--- src/rtl/score_argmax_reader.sv ---
// Snapshots accelerator class scores on a ready rise and streams out the signed argmax.
// Define SCORE_DUMP_EN to stream the whole snapshot ahead of the index beat.
module score_argmax_reader #(
    parameter int NUM_CLASSES = 10,
    parameter int DATA_W      = 32,
    parameter int IDX_W       = 4
) (
    input  logic                          clk,
    input  logic                          resetn,
    input  logic                          acc_ready,
    input  logic [NUM_CLASSES*DATA_W-1:0] scores,
    output logic                          out_valid,
    input  logic                          out_ready,
    output logic [DATA_W-1:0]             out_data,
    output logic                          out_last,
    output logic [DATA_W-1:0]             max_score,
    output logic [IDX_W-1:0]              class_idx,
    output logic                          busy,
    output logic                          overrun
);

`ifdef SCORE_DUMP_EN
    typedef enum logic [1:0] {
        S_IDLE = 2'd0,
        S_SCAN = 2'd1,
        S_DUMP = 2'd2,
        S_SEND = 2'd3
    } state_t;
`else
    typedef enum logic [1:0] {
        S_IDLE = 2'd0,
        S_SCAN = 2'd1,
        S_SEND = 2'd3
    } state_t;
`endif

    localparam logic [IDX_W-1:0] LAST_IDX = IDX_W'(NUM_CLASSES - 1);

    state_t             r_state;
    state_t             w_next;
    logic               r_acc_q;
    logic               w_rise;
    logic [DATA_W-1:0]  r_snap [NUM_CLASSES];
    logic [IDX_W-1:0]   r_ptr;
    logic [DATA_W-1:0]  r_max;
    logic [IDX_W-1:0]   r_idx;
    logic               r_overrun;
    logic               w_ptr_last;

    assign w_rise     = acc_ready & ~r_acc_q;
    assign w_ptr_last = (r_ptr == LAST_IDX);

    always_ff @(posedge clk or negedge resetn) begin
        if (!resetn) begin
            r_state <= S_IDLE;
        end else begin
            r_state <= w_next;
        end
    end

    always_comb begin
        w_next    = r_state;
        out_valid = 1'b0;
        out_data  = '0;
        out_last  = 1'b0;
        case (r_state)
            S_IDLE: begin
                if (w_rise) begin
                    w_next = S_SCAN;
                end
            end
            S_SCAN: begin
                if (w_ptr_last) begin
`ifdef SCORE_DUMP_EN
                    w_next = S_DUMP;
`else
                    w_next = S_SEND;
`endif
                end
            end
`ifdef SCORE_DUMP_EN
            S_DUMP: begin
                out_valid = 1'b1;
                out_data  = r_snap[r_ptr];
                if (out_ready && w_ptr_last) begin
                    w_next = S_SEND;
                end
            end
`endif
            S_SEND: begin
                out_valid = 1'b1;
                out_data  = {{(DATA_W-IDX_W){1'b0}}, r_idx};
                out_last  = 1'b1;
                if (out_ready) begin
                    w_next = S_IDLE;
                end
            end
            default: begin
                w_next = S_IDLE;
            end
        endcase
    end

    // Rises outside IDLE are dropped but remembered in the sticky flag.
    always_ff @(posedge clk or negedge resetn) begin
        if (!resetn) begin
            r_acc_q   <= 1'b0;
            r_ptr     <= '0;
            r_max     <= '0;
            r_idx     <= '0;
            r_overrun <= 1'b0;
            for (int k = 0; k < NUM_CLASSES; k++) begin
                r_snap[k] <= '0;
            end
        end else begin
            r_acc_q <= acc_ready;
            if (w_rise && (r_state != S_IDLE)) begin
                r_overrun <= 1'b1;
            end
            case (r_state)
                S_IDLE: begin
                    if (w_rise) begin
                        for (int k = 0; k < NUM_CLASSES; k++) begin
                            r_snap[k] <= scores[k*DATA_W +: DATA_W];
                        end
                        r_max <= scores[DATA_W-1:0];
                        r_idx <= '0;
                        r_ptr <= IDX_W'(1);
                    end
                end
                S_SCAN: begin
                    // Strict compare keeps the lowest index on ties.
                    if ($signed(r_snap[r_ptr]) > $signed(r_max)) begin
                        r_max <= r_snap[r_ptr];
                        r_idx <= r_ptr;
                    end
                    r_ptr <= w_ptr_last ? '0 : r_ptr + 1'b1;
                end
`ifdef SCORE_DUMP_EN
                S_DUMP: begin
                    if (out_ready && !w_ptr_last) begin
                        r_ptr <= r_ptr + 1'b1;
                    end
                end
`endif
                default: begin
                end
            endcase
        end
    end

    assign max_score = r_max;
    assign class_idx = r_idx;
    assign busy      = (r_state != S_IDLE);
    assign overrun   = r_overrun;

endmodule

--- config.mk ---
export PLATFORM = sky130hd
export DESIGN_NAME = score_argmax_reader
export DESIGN_NICKNAME = d
export VERILOG_FILES = /design/src/rtl/score_argmax_reader.sv
export SDC_FILE = /design/constraint.sdc
export NUM_CORES = 1
export LEC_CHECK = 0
export CAP_MARGIN = 20
export CORE_MARGIN = 2
export CORE_UTILIZATION = 35
export CTS_CLUSTER_SIZE = 24
export DETAILED_ROUTE_END_ITERATION = 6
export PLACE_DENSITY = 0.68
export SETUP_SLACK_MARGIN = 0.2
export SYNTH_ARGS = -nofsm -noshare
export SYNTH_HDL_FRONTEND = slang
export SYNTH_SLANG_ARGS = --single-unit
--- constraint.sdc ---
create_clock -name clk -period 3.51 [get_ports clk]
set_input_delay 0.702 -clock clk [delete_from_list [all_inputs] [get_ports clk]]
set_output_delay 0.702 -clock clk [all_outputs]
set_load 0.005 [all_outputs]
* Yosys cells after proc, flatten, opt, wreduce, memory -nomap -nowiden *
Index checks and enable logic that the tools add are counted.

operators by class
  add/sub/neg operators = 1
  $lt $le $gt $ge = 2
  equal/unequal tests = 7
  mux-type cells = 18
  bitwise operators = 3
  reduce and logical (&&, ||, !) cells = 8

operators by type and width
  cell                                                                    count
  32-bit binary-select mux with 4-bit select                              1
  32-bit two-way mux                                                      4
  32-bit one-hot mux with 2 select lines                                  1
  32-bit greater-than comparator                                          1
  4-bit two-way mux                                                       5
  4-bit one-hot mux with 2 select lines                                   2
  2-bit inequality test (second input constant)                           4
  2-bit two-way mux                                                       3
  2-bit one-hot mux with 3 select lines                                   1
  3-bit AND reduction                                                     2
  5-bit greater-or-equal comparator (second input constant)               1
  4-bit NOT with 5-bit output                                             1
  4-bit by 1-bit adder with 4-bit output (second input constant)          1
  4-bit equality test (second input constant)                             1
  2-bit AND reduction                                                     2
  2-bit nonzero test                                                      2
  2-bit by 1-bit equality test with 1-bit output (second input constant)  1
  2-bit equality test (second input constant)                             1
  2-bit logical NOT                                                       1
  1-bit AND                                                               1
  1-bit logical AND                                                       1
  1-bit two-way mux                                                       1
  1-bit NOT                                                               1

word-level totals
  register bits after elaboration = 364
  input port bits = 324
  output and inout bits = 72

* Depth between registers and ports, before layout *
Gate-level depths: netlist (run 1).

  depth in word-level cells = 7
  gate-level depth with buffers = 16
  depth with buffers taken out = 12

* Worst setup path after synthesis (run 1) *
Ideal clock, no wire load.

  kind = register to register
  from = register r_ptr[0]
  to = register r_max[0] (netlist: max_score[0])
  library setup time = 0.125 ns
  arrival time = 3.692 ns
  setup slack = -0.307 ns
  cell stages (with the launch flop) = 15
  buffers on the path = 3
  clock period less this slack = 3.817 ns
  cells stage by stage = dfrtp_1 -> buf_2 -> buf_2 -> mux4_2 -> a22oi_1 -> o2bb2ai_1 -> ha_1 -> a21oi_2 -> o21ai_1 -> o21bai_1 -> a2111o_1 -> or3b_1 -> nand3_1 -> buf_6 -> mux2_2

between the ends
  cells in the longest elaborated chain, start to end = 7

RTL lines
  what                                                        RTL line  source
  start, declared                                             44        logic [IDX_W-1:0] r_ptr;
  start signal, assigned                                      137       r_ptr <= w_ptr_last ? '0 : r_ptr + 1'b1;
  4-bit NOT with 5-bit output (not written as such) (*)       133, 134
  32-bit binary-select mux with 4-bit select (*)              133, 134
  32-bit two-way mux (not written as such) (*) (2 in series)  133, 134
  32-bit greater-than comparator                              133       if ($signed(r_snap[r_ptr]) > $signed(r_max)) begin
  2-bit inequality test (no source line)                      n/a
  3-bit AND reduction (no source line)                        n/a
  end signal, assigned                                        126       r_max <= scores[DATA_W-1:0];
  end signal, assigned                                        134       r_max <= r_snap[r_ptr];
  end, declared                                               45        logic [DATA_W-1:0] r_max;

Mark *: on every way between the ends. The rest lies on a longest branch, timed or not. The select of a mux whose other input is x is not followed.
A chain may end at the register's enable or synchronous reset.

* Worst setup path in the final report (run 1) *
  from = register r_ptr[0]
  to = register r_max[12] (netlist: max_score[12])

The elaborated chain is that of the path after synthesis.

==> results of run 1 <==
==> power by group <==
group	internal (mW)	leakage [nW]	total [mW]	switching, mW
combinational	7.23	5.17	12.7	5.44
clock	2.77	0.702	4.51	1.73
sequential	6.29	4.47	7.45	1.16
==> kinds of logic after synthesis <==
kind of cell	Yosys count
AOI/OAI and AO/OA	102
buffers and inverters	145
DFF	364
and+or+nand+nor	53
muxes	484
adders and majority gates	34
other	1
==> timing repair <==
item	CTS	global route
setup endpoints to repair	36	36
setup buffers	10	2
resized for setup	22	32
gates cloned	4	1
pin swaps	2	25
==> per-stage QoR <==
step	total power, mW	hold slack [ns]	utilization [%]	std cells
global placement	18.6	0.463	45.3	2205
detailed placement	18.9	0.462	45.3	2205
global route	26.2	0.176	49.5	2305
finish	24.6	0.142	49.5	2306
floorplan	15.1	0.406	-	1210
CTS	24.2	0.146	48.9	2295
==> critical path: cells and delay by family (launching register included) <==
kind	cells	cell delay, ns
AND/OR/NAND/NOR	3	0.84
multiplexers	2	0.65
AO/OA/AOI/OAI	4	0.89
buffers and inverters	4	0.59
adder cells (fa/ha/maj)	1	0.24
flip-flops	1	0.53
==> cell type report <==
cell class,instances,area (um^2),area share (%)
diodes,8,20.0,0.0825
flip-flops and latches,364,9120,37.6
inverters,39,146,0.603
clock buffers,69,1320,5.42
multi-input cells,701,7950,32.8
well taps,664,831,3.42
repair buffers,454,4770,19.7
clock inverters,7,114,0.469
==> metal layers <==
| metal | GRT usage [%] | vias to the layer above |
|---|---|---|
| li1 | - | 5185 |
| met1 | 24.5 | 5884 |
| met2 | 32.4 | 317 |
| met3 | 4.63 | 82 |
| met4 | 7.08 | 8 |
| met5 | 0 | - |
==> sequential cells by signal (all words and copies together) (netlist names) <==
signal     count
r_snap       320
class_idx      4
r_ptr          4
overrun        1
r_state        2
max_score     32
r_acc_q        1
==> synthesized netlist by cell type (all sizes together) (2+ instances only) <==
cell     number
dfrtp       364
mux2        353
buf          77
mux2i        67
mux4         64
inv          38
ha           34
a22oi        32
o2bb2ai      31
clkbuf       29
nand2        15
a21oi        14
o21ai        10
nor2          9
nand4         8
nand3         6
and3          4
and2          3
a21boi        2
a31oi         2
nand2b        2
nor2b         2
o211ai        2
o21bai        2
==> worst paths after layout <==
kind,endpoint,cells past startpoint,startpoint
min reg2reg,overrun$_DFFE_PN0P_,1,overrun$_DFFE_PN0P_
min in group clk,overrun$_DFFE_PN0P_,1,overrun$_DFFE_PN0P_
min,r_snap[124]$_DFFE_PN0P_,1,resetn
max in group asynchronous,r_snap[134]$_DFFE_PN0P_,3,resetn
max,max_score[12]$_DFFE_PN0P_,14,r_ptr[0]$_DFFE_PN0P_
max reg2reg,max_score[12]$_DFFE_PN0P_,14,r_ptr[0]$_DFFE_PN0P_
==> metrics.csv, run 1 <==
stage;metric;value;unit
clocking;clk sinks;364;
yosys;flops & latches, synth;364;
job;Max Cap Viol;0;
detailed_routing;total wire length;50000;um
final_layout;fill count;4232;
run_status;failing checks;setup timing;
placed_design;dpl hpwl;35400;um
timing;min cycle time layout;3.83;ns
final_layout;fin area;24300;um^2
floorplan;Initial Utilization;35.5;%
critical_path;Cell Chain, Critical Path;buf_6 > buf_12 > buf_16 > mux4_2 > a22oi_2 > o2bb2ai_4 > ha_4 > nand4_1 > o21bai_4 > a2111o_1 > or3b_4 > nand3_4 > buf_12 > mux2i_1;
clocking;CTS root buffer;clkbuf_16;
timing;# setup viols final;36;
power;Pwr Density;1010;nW/um^2
detailed_routing;Vias;11500;
final_layout;share of post-route cells with drive strength above 1;37.9;%
timing;Fmax achieved;0.261;GHz
yosys;Adder-Cell Fraction of Synth Area;2.44;%
yosys;async set-or-reset flop fraction in the synthesized netlist;100;%
critical_path;CP max stage delay;0.53;ns
clocking;clk_lat worst skew;0.56;ns
detailed_routing;met3 routed WL;3230;um
detailed_routing;drt wl/cell;21.7;um
clocking;H-tree Lvls;2;
timing;final period utilization;109;%
floorplan;die area;51500;um^2
critical_path;reg-to-reg setup timing slack;-0.32;ns
clocking;Clock Path Buffers;3;
timing;RSZ-0062 raised after global routing;yes;
power;Static Leak;10.3;nW
global_route;initial antenna violation count;11;
yosys;sequential-to-total area share from yosys stat;52.3;%
yosys;syn avg cell area;14.7;um^2
clocking;TritonCTS clock tree;yes;
yosys;Synth Warn #;0;
detailed_routing;metal2 WL;24600;um
yosys;Simple-Gate Fraction of Synth Area;1.53;%
yosys;area leader, netlist;dfrtp_1;
critical_path;crit path kind;flip-flop to flip-flop;
critical_path;Worst EP arrival;4.29;ns
timing;total negative slack;-10.16;ns
final_layout;Final nets;1960;
timing;Setup Skew;0.0259;ns
critical_path;critical path fanouts, max;8;
detailed_routing;top sig layer;met5;
timing;final slew viol count;0;
floorplan;row cnt;81;
clocking;Inserted Clock Buffers;42;
critical_path;Crit path top cell by count;buf_12;
yosys;mux cell area share after synthesis;35.0;%
yosys;Netlist cell types;43;
yosys;main combinational cell family by area after synthesis;multiplexers;
detailed_routing;Via density;4.98;
critical_path;crit end category;flip-flop;
run_status;outcome;finished with violations;
yosys;Synth Area in XOR/XNOR;0;%
timing;Final Worst Setup Slack;-0.318;ns
clocking;Clock Pin Slew Worst Setup and Hold Paths;0.06;ns
hold_path;HP Class;primary input to asynchronous set/reset pin;
detailed_routing;drt drc;0;
detailed_routing;remaining antenna violation count;0;
yosys;Yosys top cell area share;52.3;%
global_route;first-pass GRT wire length;74700;um
detailed_routing;Pre-antenna DRT Iters;4;
critical_path;CP max-delay cell;dfrtp_4;
floorplan;Top-Level Pins;396;
placed_design;Post-Place Setup Slack;-0.278;ns
global_route;grt ovf;0;
placed_design;Routability Congestion;0.786;
timing;Max transition margin;55.2;%
critical_path;crit path launch type;flip-flop;
yosys;Post-Syn Area;17400;um^2
final_layout;Syn-to-layout area delta;39.4;%
power;peak supply drop;783;uV
global_route;Total GRT Usage;19.3;%
global_route;largest net degree at the start of global routing;93;
floorplan;chip width;227;um
timing;transition time of the tightest slew-check pin;0.671;ns
detailed_routing;initial DRC count;667;
placed_design;I/O Buffers;367;
placed_design;placed cell area;22200;um^2
final_layout;most frequent cells in the layout;clkdlybuf4s50_1, dfrtp_1, mux2_2, mux2i_1, mux4_2;
final_layout;most common cell after layout, fill and taps aside;clkdlybuf4s50_1;
critical_path;CP Data Required Time;3.98;ns
clocking;Hold Buf Count CTS;0;
floorplan;CORE AREA;49100;um^2
timing;Final Hold Viols;0;
yosys;synthesized instance count;1183;
floorplan;chip height;227;um
global_route;vias in the first global route;12500;
yosys;Synth area leaders;dfrtp_1, mux2_2, mux4_2;
yosys;compound-cell area share of the yosys netlist;4.34;%
yosys;number of synthesized flops with an enable pin;0;
detailed_routing;WL met1;20800;um
yosys;Primary FF master, synth;dfrtp_1;
Note: power is estimated with default switching activity, not from simulation.
==> run 2: changes to the inputs <==
--- a/config.mk
+++ b/config.mk
@@ -10,7 +10,8 @@
 export CORE_UTILIZATION = 35
 export CTS_CLUSTER_SIZE = 24
 export DETAILED_ROUTE_END_ITERATION = 6
-export PLACE_DENSITY = 0.68
+export PLACE_DENSITY = 0.66
+export REMOVE_ABC_BUFFERS = 1
 export SETUP_SLACK_MARGIN = 0.2
 export SYNTH_ARGS = -nofsm -noshare
 export SYNTH_HDL_FRONTEND = slang
==> constraint.sdc (replaced) <==
create_clock -name clk -period 3.8 [get_ports clk]
set_input_delay 0.76 -clock clk [delete_from_list [all_inputs] [get_ports clk]]
set_output_delay 0.76 -clock clk [all_outputs]
set_load 0.005 [all_outputs]
==> run 2 against run 1 <==
- the flow now finishes without violations
- total power is 6.8% lower
- sequential cell count is the same
- register-to-register slack improved by 0.41 ns
- wire length shrank 0.53%
==> metrics.csv, run 2 (synthesis results as in run 1) <==
stage;metric;value;unit
run_status;outcome;complete, no violations;
critical_path;CP max-delay cell;dfrtp_4;
placed_design;placed cell area;22000;um^2
critical_path;CP Data Required Time;4.27;ns
detailed_routing;Pre-antenna DRT Iters;5;
critical_path;crit path kind;flip-flop to flip-flop;
hold_path;HP Class;primary input to asynchronous set/reset pin;
power;Pwr Density;957;nW/um^2
placed_design;DP Cell Count;2185;
final_layout;Finished Layout Cells;2288;
final_layout;share of post-route cells with drive strength above 1;37.0;%
detailed_routing;Via density;4.99;
critical_path;crit end category;flip-flop;
placed_design;Routability Congestion;0.789;
timing;Final Worst Setup Slack;0.0876;ns
global_route;initial antenna violation count;9;
clocking;H-tree Lvls;2;
timing;Max transition margin;35.0;%
floorplan;row cnt;81;
final_layout;fin area;24000;um^2
floorplan;CORE AREA;49100;um^2
power;peak supply drop;525;uV
final_layout;most frequent cells in the layout;clkdlybuf4s50_1, dfrtp_1, mux2_2, mux2i_1, mux4_2;
final_layout;Syn-to-layout area delta;37.8;%
clocking;CTS root buffer;clkbuf_16;
critical_path;crit path launch type;flip-flop;
final_layout;Post-Route Utilization;48.9;%
timing;transition time of the tightest slew-check pin;0.976;ns
job;Max Cap Viol;0;
timing;min cycle time layout;3.71;ns
placed_design;Post-Place Setup Slack;-0.0855;ns
detailed_routing;remaining antenna violation count;0;
power;switching part of the total;33.8;%
global_route;grt ovf;0;
timing;final period utilization;97.7;%
global_route;largest net degree at the start of global routing;155;
clocking;clk_lat worst skew;0.56;ns
critical_path;Worst EP arrival;4.18;ns
clocking;clk sinks;364;
critical_path;CP max stage delay;0.52;ns
placed_design;dpl hpwl;34900;um
floorplan;chip width;227;um
global_route;Total GRT Usage;19.3;%
timing;Setup Skew;0.0115;ns
clocking;Hold Buf Count CTS;0;
final_layout;Final nets;1951;
timing;Fmax achieved;0.269;GHz
global_route;vias in the first global route;12300;
timing;Hold WS;0.269;ns
placed_design;I/O Buffers;367;
detailed_routing;total wire length;49800;um
detailed_routing;initial DRC count;569;
floorplan;Initial Utilization;35.5;%
final_layout;most common cell after layout, fill and taps aside;clkdlybuf4s50_1;
final_layout;Top reg by flops;r_snap;
power;Clock power frac;17.6;%
power;P_sw;7.76;mW
detailed_routing;drt drc;0;
clocking;TritonCTS clock tree;yes;
power;Int Power;15.2;mW
timing;# setup viols final;0;
critical_path;critical path fanouts, max;8;
floorplan;Top-Level Pins;396;
power;Static Leak;10.3;nW
final_layout;number of flip-flops in the largest register;320;
clocking;Clock Path Buffers;3;
timing;final slew viol count;0;
detailed_routing;drt wl/cell;21.7;um
floorplan;chip height;227;um
clocking;Inserted Clock Buffers;43;
critical_path;Cell Chain, Critical Path;buf_12 > buf_4 > mux4_2 > a22oi_2 > o2bb2ai_2 > ha_1 > a21o_1 > nand3_1 > a21oi_1 > a2111o_1 > or3b_4 > nand3_4 > buf_12 > buf_12 > mux2i_1;
timing;RSZ-0062 raised after global routing;yes;
clocking;Clock Pin Slew Worst Setup and Hold Paths;0.06;ns
detailed_routing;Vias;11400;
power;Reg power frac;29.9;%
global_route;first-pass GRT wire length;74700;um
timing;Final Hold Viols;0;
floorplan;die area;51500;um^2
critical_path;Crit path top cell by count;buf_12;
power;Comb pwr share;52.6;%
==> run 2: critical path, delay by kind of cell, from the launching register on <==
kind,cells,cell delay [ns]
compound gates,5,0.95
fa+ha+maj,1,0.33
buf+inv,4,0.61
flops,1,0.52
mux,2,0.63
simple gates,3,0.58
==> run 2: power groups by stage <==
stage               logic (mW)  registers (mW)  clock network [mW]
global route              13.0            7.08                4.31
CTS                       11.9            6.86                4.14
global placement          10.0            6.83                   0
finish                    12.1            6.85                4.03
detailed placement        10.2            6.91                   0
floorplan                 6.43            6.78                   0
==> run 2: final timing paths <==
kind | start | to | slack (ns) | cells after the start
worst min register to register | overrun$_DFFE_PN0P_ | overrun$_DFFE_PN0P_ | 0.50 | 1
worst max-delay path | r_ptr[0]$_DFFE_PN0P_ | max_score[4]$_DFFE_PN0P_ | 0.09 | 15
min in group clk | overrun$_DFFE_PN0P_ | overrun$_DFFE_PN0P_ | 0.50 | 1
worst max register to register | r_ptr[0]$_DFFE_PN0P_ | max_score[4]$_DFFE_PN0P_ | 0.09 | 15
max in group asynchronous | resetn | r_snap[149]$_DFFE_PN0P_ | 2.62 | 2
worst min-delay path | resetn | r_snap[273]$_DFFE_PN0P_ | 0.27 | 1
==> run 2: what timing repair did <==
| action | in CTS | in global routing |
|---|---|---|
| gates resized for setup | 28 | 13 |
| buffers inserted | 12 | 8 |
| gates cloned | 6 | 1 |
| pin swaps | 21 | 11 |
| hold endpoints to repair | 0 | 0 |
| endpoints found under the setup margin | 36 | 36 |
==> run 2: area by class of cell <==
cell class	count	area (um^2)
clock buffers	66	1350
repair buffers	444	4670
inverters	39	146
fillers	4315	25100
well taps	664	831
diodes	3	7.51
flip-flops and latches	364	9120
multi-input cells	701	7830
clock inverters	7	43.8
==> run 2: per-stage QoR <==
stage	power, mW	TNS [ns]
6_report	23.0	0
5_1_grt	24.4	-0.910
4_1_cts	22.9	0
3_5_place_dp	17.1	-2.07
3_3_place_gp	16.9	-1.46
2_1_floorplan	13.2	-4343.04
==> run 2: routing by layer <==
metal	wire length, um	part of all wire, %	GRT usage (%)
met1	20700	42	24.2
met2	24500	49	32.8
met3	3290	6.6	4.96
met4	1140	2.3	5.78
met5	102	0.20	0
